--- config.mk ---
export PLATFORM = sky130hd
export DESIGN_NAME = uart_tx_fifo
export DESIGN_NICKNAME = d
export VERILOG_FILES = /design/src/rtl/uart_tx_fifo.sv
export SDC_FILE = /design/constraint.sdc
export NUM_CORES = 1
export LEC_CHECK = 0
export CAP_MARGIN = 10
export CORE_ASPECT_RATIO = 0.6
export CORE_MARGIN = 2
export CORE_UTILIZATION = 50
export CTS_CLUSTER_DIAMETER = 100
export DETAILED_ROUTE_END_ITERATION = 10
export DONT_BUFFER_PORTS = 1
export SKIP_CTS_REPAIR_TIMING = 1
export SYNTH_ARGS = -nofsm -noshare
export SYNTH_HDL_FRONTEND = slang
export SYNTH_SLANG_ARGS = --single-unit
--- constraint.sdc ---
create_clock -name i_clk -period 6.04 [get_ports i_clk]
set_input_delay 1.51 -clock i_clk [delete_from_list [all_inputs] [get_ports i_clk]]
set_output_delay 1.51 -clock i_clk [all_outputs]
set_load 0.03 [all_outputs]
--- src/rtl/uart_tx_fifo.sv ---
// UART transmitter fed by a circular FIFO; frames go out back-to-back while words remain queued.
// Frame config (divisor, parity, stop bits) is latched per word at pop time.
module uart_tx_fifo #(
    parameter int DATA_W  = 8,
    parameter int FIFO_AW = 4,
    parameter int DIV_W   = 24
) (
    input  logic              i_clk,
    input  logic              i_rst_n,
    input  logic              i_wr,
    input  logic [DATA_W-1:0] i_data,
    input  logic [DIV_W-1:0]  i_baud_div,
    input  logic              i_parity_en,
    input  logic              i_parity_odd,
    input  logic              i_two_stop,
    output logic              o_uart_tx,
    output logic              o_busy,
    output logic              o_full,
    output logic              o_empty,
    output logic [FIFO_AW:0]  o_fill,
    output logic              o_overflow
);
    localparam int DEPTH = 1 << FIFO_AW;
    localparam int IDX_W = (DATA_W > 1) ? $clog2(DATA_W) : 1;

    typedef enum logic [2:0] {
        S_IDLE, S_START, S_DATA, S_PARITY, S_STOP1, S_STOP2
    } state_t;

    logic [DATA_W-1:0] mem_q [DEPTH];
    logic [FIFO_AW:0]  wr_ptr_q, rd_ptr_q, fill;
    logic              full, empty, wr_acc, pop, frame_end;
    logic [DATA_W-1:0] head;
    logic [DIV_W-1:0]  div_clamp;

    state_t            state_q, state_d;
    logic [DIV_W-1:0]  cnt_q, cnt_d, div_q, div_d;
    logic [IDX_W-1:0]  bit_q, bit_d;
    logic [DATA_W-1:0] shift_q, shift_d;
    logic              par_q, par_d, par_en_q, par_en_d, two_q, two_d;
    logic              tx_q, tx_d, ovf_q;

    // Pointers carry one extra bit so full and empty stay distinguishable.
    assign fill      = wr_ptr_q - rd_ptr_q;
    assign full      = (fill == (FIFO_AW+1)'(DEPTH));
    assign empty     = (fill == '0);
    assign wr_acc    = i_wr && !full;
    assign head      = mem_q[rd_ptr_q[FIFO_AW-1:0]];
    assign div_clamp = (i_baud_div < DIV_W'(2)) ? DIV_W'(2) : i_baud_div;

    always_ff @(posedge i_clk) begin
        if (wr_acc) begin
            mem_q[wr_ptr_q[FIFO_AW-1:0]] <= i_data;
        end
    end

    always_comb begin
        state_d   = state_q;
        cnt_d     = cnt_q;
        div_d     = div_q;
        bit_d     = bit_q;
        shift_d   = shift_q;
        par_d     = par_q;
        par_en_d  = par_en_q;
        two_d     = two_q;
        pop       = 1'b0;
        frame_end = 1'b0;

        if (state_q != S_IDLE) begin
            cnt_d = (cnt_q == '0) ? div_q - DIV_W'(1) : cnt_q - DIV_W'(1);
        end

        case (state_q)
            S_IDLE: ;
            S_START: if (cnt_q == '0) state_d = S_DATA;
            S_DATA: begin
                if (cnt_q == '0) begin
                    shift_d = shift_q >> 1;
                    if (bit_q == IDX_W'(DATA_W-1)) begin
                        bit_d   = '0;
                        state_d = par_en_q ? S_PARITY : S_STOP1;
                    end else begin
                        bit_d = bit_q + IDX_W'(1);
                    end
                end
            end
            S_PARITY: if (cnt_q == '0) state_d = S_STOP1;
            S_STOP1: begin
                if (cnt_q == '0) begin
                    if (two_q) state_d = S_STOP2;
                    else       frame_end = 1'b1;
                end
            end
            S_STOP2: if (cnt_q == '0) frame_end = 1'b1;
            default: state_d = S_IDLE;
        endcase

        // A queued word starts on the same edge the previous stop bit ends.
        if ((state_q == S_IDLE || frame_end) && !empty) begin
            pop      = 1'b1;
            state_d  = S_START;
            shift_d  = head;
            par_d    = (^head) ^ i_parity_odd;
            div_d    = div_clamp;
            cnt_d    = div_clamp - DIV_W'(1);
            bit_d    = '0;
            par_en_d = i_parity_en;
            two_d    = i_two_stop;
        end else if (frame_end) begin
            state_d = S_IDLE;
            cnt_d   = '0;
        end

        case (state_d)
            S_START:  tx_d = 1'b0;
            S_DATA:   tx_d = shift_d[0];
            S_PARITY: tx_d = par_q;
            default:  tx_d = 1'b1;
        endcase
    end

    always_ff @(posedge i_clk or negedge i_rst_n) begin
        if (!i_rst_n) begin
            wr_ptr_q <= '0;
            rd_ptr_q <= '0;
            state_q  <= S_IDLE;
            cnt_q    <= '0;
            div_q    <= DIV_W'(2);
            bit_q    <= '0;
            shift_q  <= '0;
            par_q    <= 1'b0;
            par_en_q <= 1'b0;
            two_q    <= 1'b0;
            tx_q     <= 1'b1;
            ovf_q    <= 1'b0;
        end else begin
            if (wr_acc) wr_ptr_q <= wr_ptr_q + (FIFO_AW+1)'(1);
            if (pop)    rd_ptr_q <= rd_ptr_q + (FIFO_AW+1)'(1);
            state_q  <= state_d;
            cnt_q    <= cnt_d;
            div_q    <= div_d;
            bit_q    <= bit_d;
            shift_q  <= shift_d;
            par_q    <= par_d;
            par_en_q <= par_en_d;
            two_q    <= two_d;
            tx_q     <= tx_d;
            ovf_q    <= i_wr && full;
        end
    end

    assign o_uart_tx  = tx_q;
    assign o_busy     = (state_q != S_IDLE) || !empty;
    assign o_full     = full;
    assign o_empty    = empty;
    assign o_fill     = fill;
    assign o_overflow = ovf_q;
endmodule

# After elaboration in Yosys (flattened, before gate mapping)
# Memories as Yosys holds them, arrays and structs flattened.
# Index checks and enable logic that the tools add are counted.
# classes
n_addsub	7
n_lt_le_gt_ge	1
n_eq_ne	10
muxes	30
n_bitwise	1
reduce_logical	17
# op_table
operator	n
24-bit 2-to-1 mux	5
24-bit by 1-bit subtractor with 24-bit output, second input constant	3
3-bit 2-to-1 mux	13
24-bit zero test	1
24-bit by 2-bit < comparator with 1-bit output, second input constant	1
8-bit 2-to-1 mux	3
3-bit one-hot mux with 5 select lines	1
3-bit by 2-bit == test with 1-bit output, second input constant	4
5-bit by 1-bit adder with 5-bit output, second input constant	2
3-bit == test, second input constant	3
8-bit XOR reduction	1
3-bit by 1-bit == test with 1-bit output, second input constant	2
1-bit 2-to-1 mux	6
3-bit nonzero test	2
5-bit == test, second input constant	1
5-bit zero test	1
5-bit subtractor	1
2-bit nonzero test	2
3-bit by 1-bit adder with 3-bit output, second input constant	1
1-bit logical AND	3
3-bit zero test	1
1-bit one-hot mux with 3 select lines	1
1-bit zero test	2
1-bit logical OR	2
other kinds (4)	4
# word_totals
ff_bits	77
ram_bits	128
input_bits	38
elab_cells	80
mem_count	1
# memory_table
memory	words	width	read_ports	rd_ports_with_merged_regs	wr	line_no	rtl
mem_q	16	8	1	0	1	30	logic [DATA_W-1:0] mem_q [DEPTH];

# Logic depth before layout (Yosys ltp)
# depth
word_depth	8
mapped_depth	16
depth_no_buf	12

# Worst setup path before layout
# No wires, ideal clock.
# synth_timing
path_kind	register to output
from	reg rd_ptr_q[1]
to	out o_full
arrival_time_ps	3458
slack_ps	1072
stages_incl_launch_ff	11
path_buffers	3
path_cell_list	dfrtp_1 clkbuf_1 buf_1 clkbuf_1 inv_1 ha_1 nor2b_1 o21ai_0 nor3b_1 nor2_1 nor4_1
# synth_via
elab_chain_len	2
# synth_rtl
item	line_no	rtl
start: declaration	31	logic [FIFO_AW:0] wr_ptr_q, rd_ptr_q, fill;
start signal: assignment	138	if (pop) rd_ptr_q <= rd_ptr_q + (FIFO_AW+1)'(1);
5-bit subtractor	44	assign fill = wr_ptr_q - rd_ptr_q;
net o_fill[3]	20	output logic [FIFO_AW:0] o_fill,
5-bit == test	45	assign full = (fill == (FIFO_AW+1)'(DEPTH));
end: declaration	18	output logic o_full,
# The timed path passes the listed nets, and every way through them passes these cells.

# Worst setup path in the final report
# layout_timing
from	reg rd_ptr_q[2]
to	out o_busy
# layout_via
elab_chain_len	4
# layout_rtl
item	line_no	rtl
5-bit subtractor	44	
net o_fill[2]	20	
5-bit zero test	46	assign empty = (fill == '0);
1-bit zero test	153	assign o_busy = (state_q != S_IDLE) || !empty;
1-bit logical OR	153	
end: declaration	17	output logic o_busy,
# The timed path passes the listed nets, and every way through them passes these cells.

==> reports/summary.log <==
[setup_path] Largest stage delay, worst path 0.76 ns
[logic_synthesis] Yosys warning total 0
[flow_run] max capacitance violation total 0
[sta] max_slew headroom 0.2233
[logic_synthesis] share of the yosys chip area belonging to registers 0.5706
[run_status] result of the run finished clean
[sta] final hold violation count 0
[sta] count of endpoints failing setup in the final report 0
[die] effective utilization at floorplan 0.5079
[power_and_ir_drop] power per cell area 333.2 nW/um^2
[placement] half-perimeter wire length of the detailed placement result 17380 um
[final_layout] share of post-route cells with drive strength above 1 0.1321
[grt] All-Layer GR Usage 0.2428
[die] std cell rows 40
[die] Die Y 114.2 um
[sta] share of the clock period used by the worst path 0.8954
[logic_synthesis] most frequently used flop master after synthesis sky130_fd_sc_hd__edfxtp_1
[setup_path] total buffers and inverters traversed by the critical path 3
[setup_path] Setup crit start kind flip-flop
[routing] Pre-antenna DRT Iters 5
[placement] count of buffers inserted at the top-level ports 0
[die] chip width 187.6 um
[clocking] CTS Buf Count 20
[setup_path] critical path cell sequence clkinv_1 > ha_1 > xnor2_1 > nor2_1 > o2111ai_1 > nor4_2 > buf_4 > clkinv_1
[placement] Cell Count Post-Placement 1071
[power_and_ir_drop] maximum VDD drop 0.3192 mV
[die] I/O pin total 48
[final_layout] total area of multi-input combinational cells 4074 sq um
[setup_path] most repeated library cell on the critical path sky130_fd_sc_hd__clkinv_1
[setup_path] Worst Path Class, Setup flip-flop to output pin
[clocking] TritonCTS Sinks 205
[final_layout] non-filler cells, final 1106
[routing] vias post-DR 6917
[routing] final routed wirelength across all metal layers 25300 um
[clocking] CTS tree done
[logic_synthesis] EDFF count, synth 128
[logic_synthesis] Syn Std Cell Area 10120 sq um
[clocking] CTS H-tree depth 1
[routing] via density per instance 6.254
[routing] DR WL/cell 22.88 um
[setup_path] critical path capture point type output pin
[final_layout] Reg area 5774 sq um
[logic_synthesis] Async S/R FF share, synth 0.3756
[final_layout] Fillers 1696
[grt] wire length of the first global-routing pass 39970 um
[clocking] clock network latency to the later pin of the worst-skew pair 0.50 ns
[setup_path] worst path required time 4.53 ns
[clocking] CTS Root Cell sky130_fd_sc_hd__clkbuf_16
[logic_synthesis] Post-Synthesis Net Count 875
[sta] final total negative setup slack 0 ns
[grt] GRT overflow 0
[power_and_ir_drop] Static Leakage 3.948 nW
[logic_synthesis] number of register bits inferred by synthesis 205
[grt] pin count of the biggest net entering global routing 78
[setup_path] kind of cell with the highest combined delay on the critical path buffers and inverters
[logic_synthesis] number of library cell types mapped by synthesis 78
[setup_path] maximum net fanout on the critical path 21
[grt] number of antenna violations at the first check in global routing 0
[setup_path] Max stage delay cell, worst path sky130_fd_sc_hd__clkinv_1
[routing] Starting DRT DRC Count 846
[sta] transition at the pin with the smallest max-transition slack 1.165 ns
[logic_synthesis] cells after synthesis 823
[sta] worst clock skew on the final layout 0.01466 ns
[sta] maximum clock frequency 184.9 MHz
[clocking] Max Root-Sink Buffers 3
[die] Core Footprint 19920 sq um
[final_layout] antenna diode instance count 0
[die] Total Die Area 21430 sq um
[hold_path] path type of the worst min-delay path flip-flop to flip-flop
[placement] Placer Congestion 0.9118
[routing] remaining routing DRC violations 0
[clocking] clock-pin slew of the registers on the worst-case setup and hold paths 0.07 ns
[routing] final antenna-violating net count 0
[sta] unrepaired setup endpoints after global routing false
[setup_path] arrival time of data at the critical path endpoint 3.90 ns
[sta] final max-slew violation count 0
[final_layout] layout net count 872
[sta] minimum period implied by the final worst setup slack 5.408 ns
[grt] via count of the first global-routing pass 6779
[logic_synthesis] average instance area after synthesis 12.29 sq um
[final_layout] Layout area overhead 9.609%
==> power by group <==
part	switching, mW	internal [mW]	total, mW	leakage (nW)
sequential	0.124	1.65	1.77	2.07
clock	0.523	0.804	1.33	0.332
combinational	0.368	0.225	0.593	1.55
total	1.02	2.68	3.70	3.95
==> per-layer routing <==
| layer | share of wire | track usage | up-vias |
|---|---|---|---|
| met5 | 0 | 0 | - |
| li1 | - | - | 3117 |
| met2 | 0.39 | 0.3158 | 326 |
| met1 | 0.49 | 0.4045 | 3438 |
| met3 | 0.11 | 0.06191 | 36 |
| met4 | 0.014 | 0.04304 | 0 |
==> cell type report <==
class                      instances  share of cell area
multi-input combinational        557              0.3674
sequential                       205              0.5207
clock inverter                    11             0.01410
tap                              273             0.03080
clock buffer                      24             0.04840
timing repair buffer              19             0.01286
inverter                          17            0.005754
==> layout by cell type, fill, tap and decap left out, types with 15 or more instances in the layout <==
cell type                   netlist  routed
sky130_fd_sc_hd__inv_1           15      15
sky130_fd_sc_hd__o21ai_0         28      28
sky130_fd_sc_hd__buf_4            1      19
sky130_fd_sc_hd__a21oi_1         46      45
sky130_fd_sc_hd__edfxtp_1       128     128
sky130_fd_sc_hd__nor2_1          45      45
sky130_fd_sc_hd__dfrtp_1         75      74
sky130_fd_sc_hd__clkbuf_16        0      21
sky130_fd_sc_hd__mux4_2          36      36
sky130_fd_sc_hd__nor3_1          25      25
sky130_fd_sc_hd__xnor2_1         26      26
sky130_fd_sc_hd__nand2_1        117     117
sky130_fd_sc_hd__xor2_1          19      19
==> sequential cells by signal, indices dropped and copies added, names as in the netlist <==
name / count
state_q: 3
cnt_q: 24
rd_ptr_q: 5
mem_q: 128
par_en_q: 1
bit_q: 3
wr_ptr_q: 5
div_q: 24
two_q: 1
shift_q: 8
par_q: 1
o_uart_tx: 1
o_overflow: 1
==> final timing paths <==
kind | startpoint | endpoint | slack, ns | depth (start not counted)
max in group asynchronous | i_rst_n | div_q[1]$_DFFE_PN1N_ | 5.13 | 0
max reg2reg | cnt_q[2]$_DFFE_PN0P_ | cnt_q[16]$_DFFE_PN0P_ | 1.68 | 12
max | rd_ptr_q[2]$_DFFE_PN0N_ | o_busy | 0.63 | 8
min reg2reg | div_q[23]$_DFFE_PN0N_ | div_q[23]$_DFFE_PN0N_ | 0.48 | 2
min in group asynchronous | i_rst_n | shift_q[6]$_DFFE_PN0P_ | 0.71 | 0
min | div_q[23]$_DFFE_PN0N_ | div_q[23]$_DFFE_PN0N_ | 0.48 | 2
==> synthesized netlist by cell type (4+ instances only) <==
master,n,area share
sky130_fd_sc_hd__nor3b_1,6,0.0045
sky130_fd_sc_hd__inv_1,15,0.0056
sky130_fd_sc_hd__and3_1,8,0.0049
sky130_fd_sc_hd__xnor2_1,26,0.023
sky130_fd_sc_hd__dfrtp_1,75,0.19
sky130_fd_sc_hd__buf_6,4,0.0045
sky130_fd_sc_hd__o221ai_1,5,0.0043
sky130_fd_sc_hd__mux2i_1,4,0.0040
sky130_fd_sc_hd__nor4_1,13,0.0080
sky130_fd_sc_hd__or4_1,7,0.0052
sky130_fd_sc_hd__nor2_1,45,0.017
sky130_fd_sc_hd__ha_1,13,0.016
sky130_fd_sc_hd__a21oi_1,46,0.023
sky130_fd_sc_hd__buf_2,15,0.0074
sky130_fd_sc_hd__and4b_1,4,0.0040
sky130_fd_sc_hd__nand4_1,4,0.0025
sky130_fd_sc_hd__nand3_1,13,0.0064
sky130_fd_sc_hd__mux4_2,36,0.080
sky130_fd_sc_hd__a31oi_1,10,0.0062
sky130_fd_sc_hd__o31ai_1,7,0.0052
sky130_fd_sc_hd__nor4bb_1,4,0.0040
sky130_fd_sc_hd__or3_1,12,0.0074
sky130_fd_sc_hd__nor3_1,25,0.012
sky130_fd_sc_hd__a22oi_1,10,0.0074
sky130_fd_sc_hd__and4_1,6,0.0052
sky130_fd_sc_hd__xor2_1,19,0.016
sky130_fd_sc_hd__o21ai_0,28,0.014
sky130_fd_sc_hd__nand2b_1,4,0.0025
sky130_fd_sc_hd__and2_1,6,0.0037
sky130_fd_sc_hd__nor2b_1,7,0.0043
sky130_fd_sc_hd__o21bai_1,4,0.0030
sky130_fd_sc_hd__nand2_1,117,0.043
sky130_fd_sc_hd__a211oi_1,7,0.0052
sky130_fd_sc_hd__nor4b_1,4,0.0035
sky130_fd_sc_hd__clkbuf_1,23,0.0085
sky130_fd_sc_hd__edfxtp_1,128,0.38
==> cells by family (layout without fill, tap and decap cells) <==
logic type | Yosys count | after routing | share of synthesized area
and+or+nand+nor | 298 | 298 | 0.1515
muxes | 42 | 42 | 0.08632
adders and majority gates | 14 | 14 | 0.01806
xor gates and xnor gates | 46 | 46 | 0.04118
buffers and inverters | 61 | 71 | 0.02782
DFF | 205 | 205 | 0.5706
AOI/OAI and AO/OA | 157 | 157 | 0.1045
==> metrics by stage <==
stage                     hold WS (ns)  power (mW)  cell area, sq um  setup WS, ns  utilization
after global placement          0.4535       2.362             10400         1.223       0.5219
after CTS                       0.4821       3.709             11090        0.6193       0.5567
final                           0.4781       3.695             11090        0.6316       0.5567
after global routing            0.5085       3.851             11090        0.3652       0.5567
after detailed placement        0.4660       2.386             10400         1.125       0.5219
after floorplan                 0.4374       2.216             10120         1.072            -
==> worst register-to-register path, cell delays in order (launching register included) <==
cell and delay (ns):
sky130_fd_sc_hd__dfrtp_1 0.43, sky130_fd_sc_hd__or3_1 0.27, sky130_fd_sc_hd__or4_1 0.55, sky130_fd_sc_hd__nor2_4 0.16, sky130_fd_sc_hd__a21oi_1 0.24, sky130_fd_sc_hd__ha_1 0.24, sky130_fd_sc_hd__or4b_2 0.74, sky130_fd_sc_hd__nor4_4 0.28
sky130_fd_sc_hd__o311ai_4 0.20, sky130_fd_sc_hd__a211o_2 0.37, sky130_fd_sc_hd__and2_1 0.16, sky130_fd_sc_hd__a211o_1 0.27, sky130_fd_sc_hd__a221o_1 0.34
No activity file was read; power rests on OpenSTA's default activity.
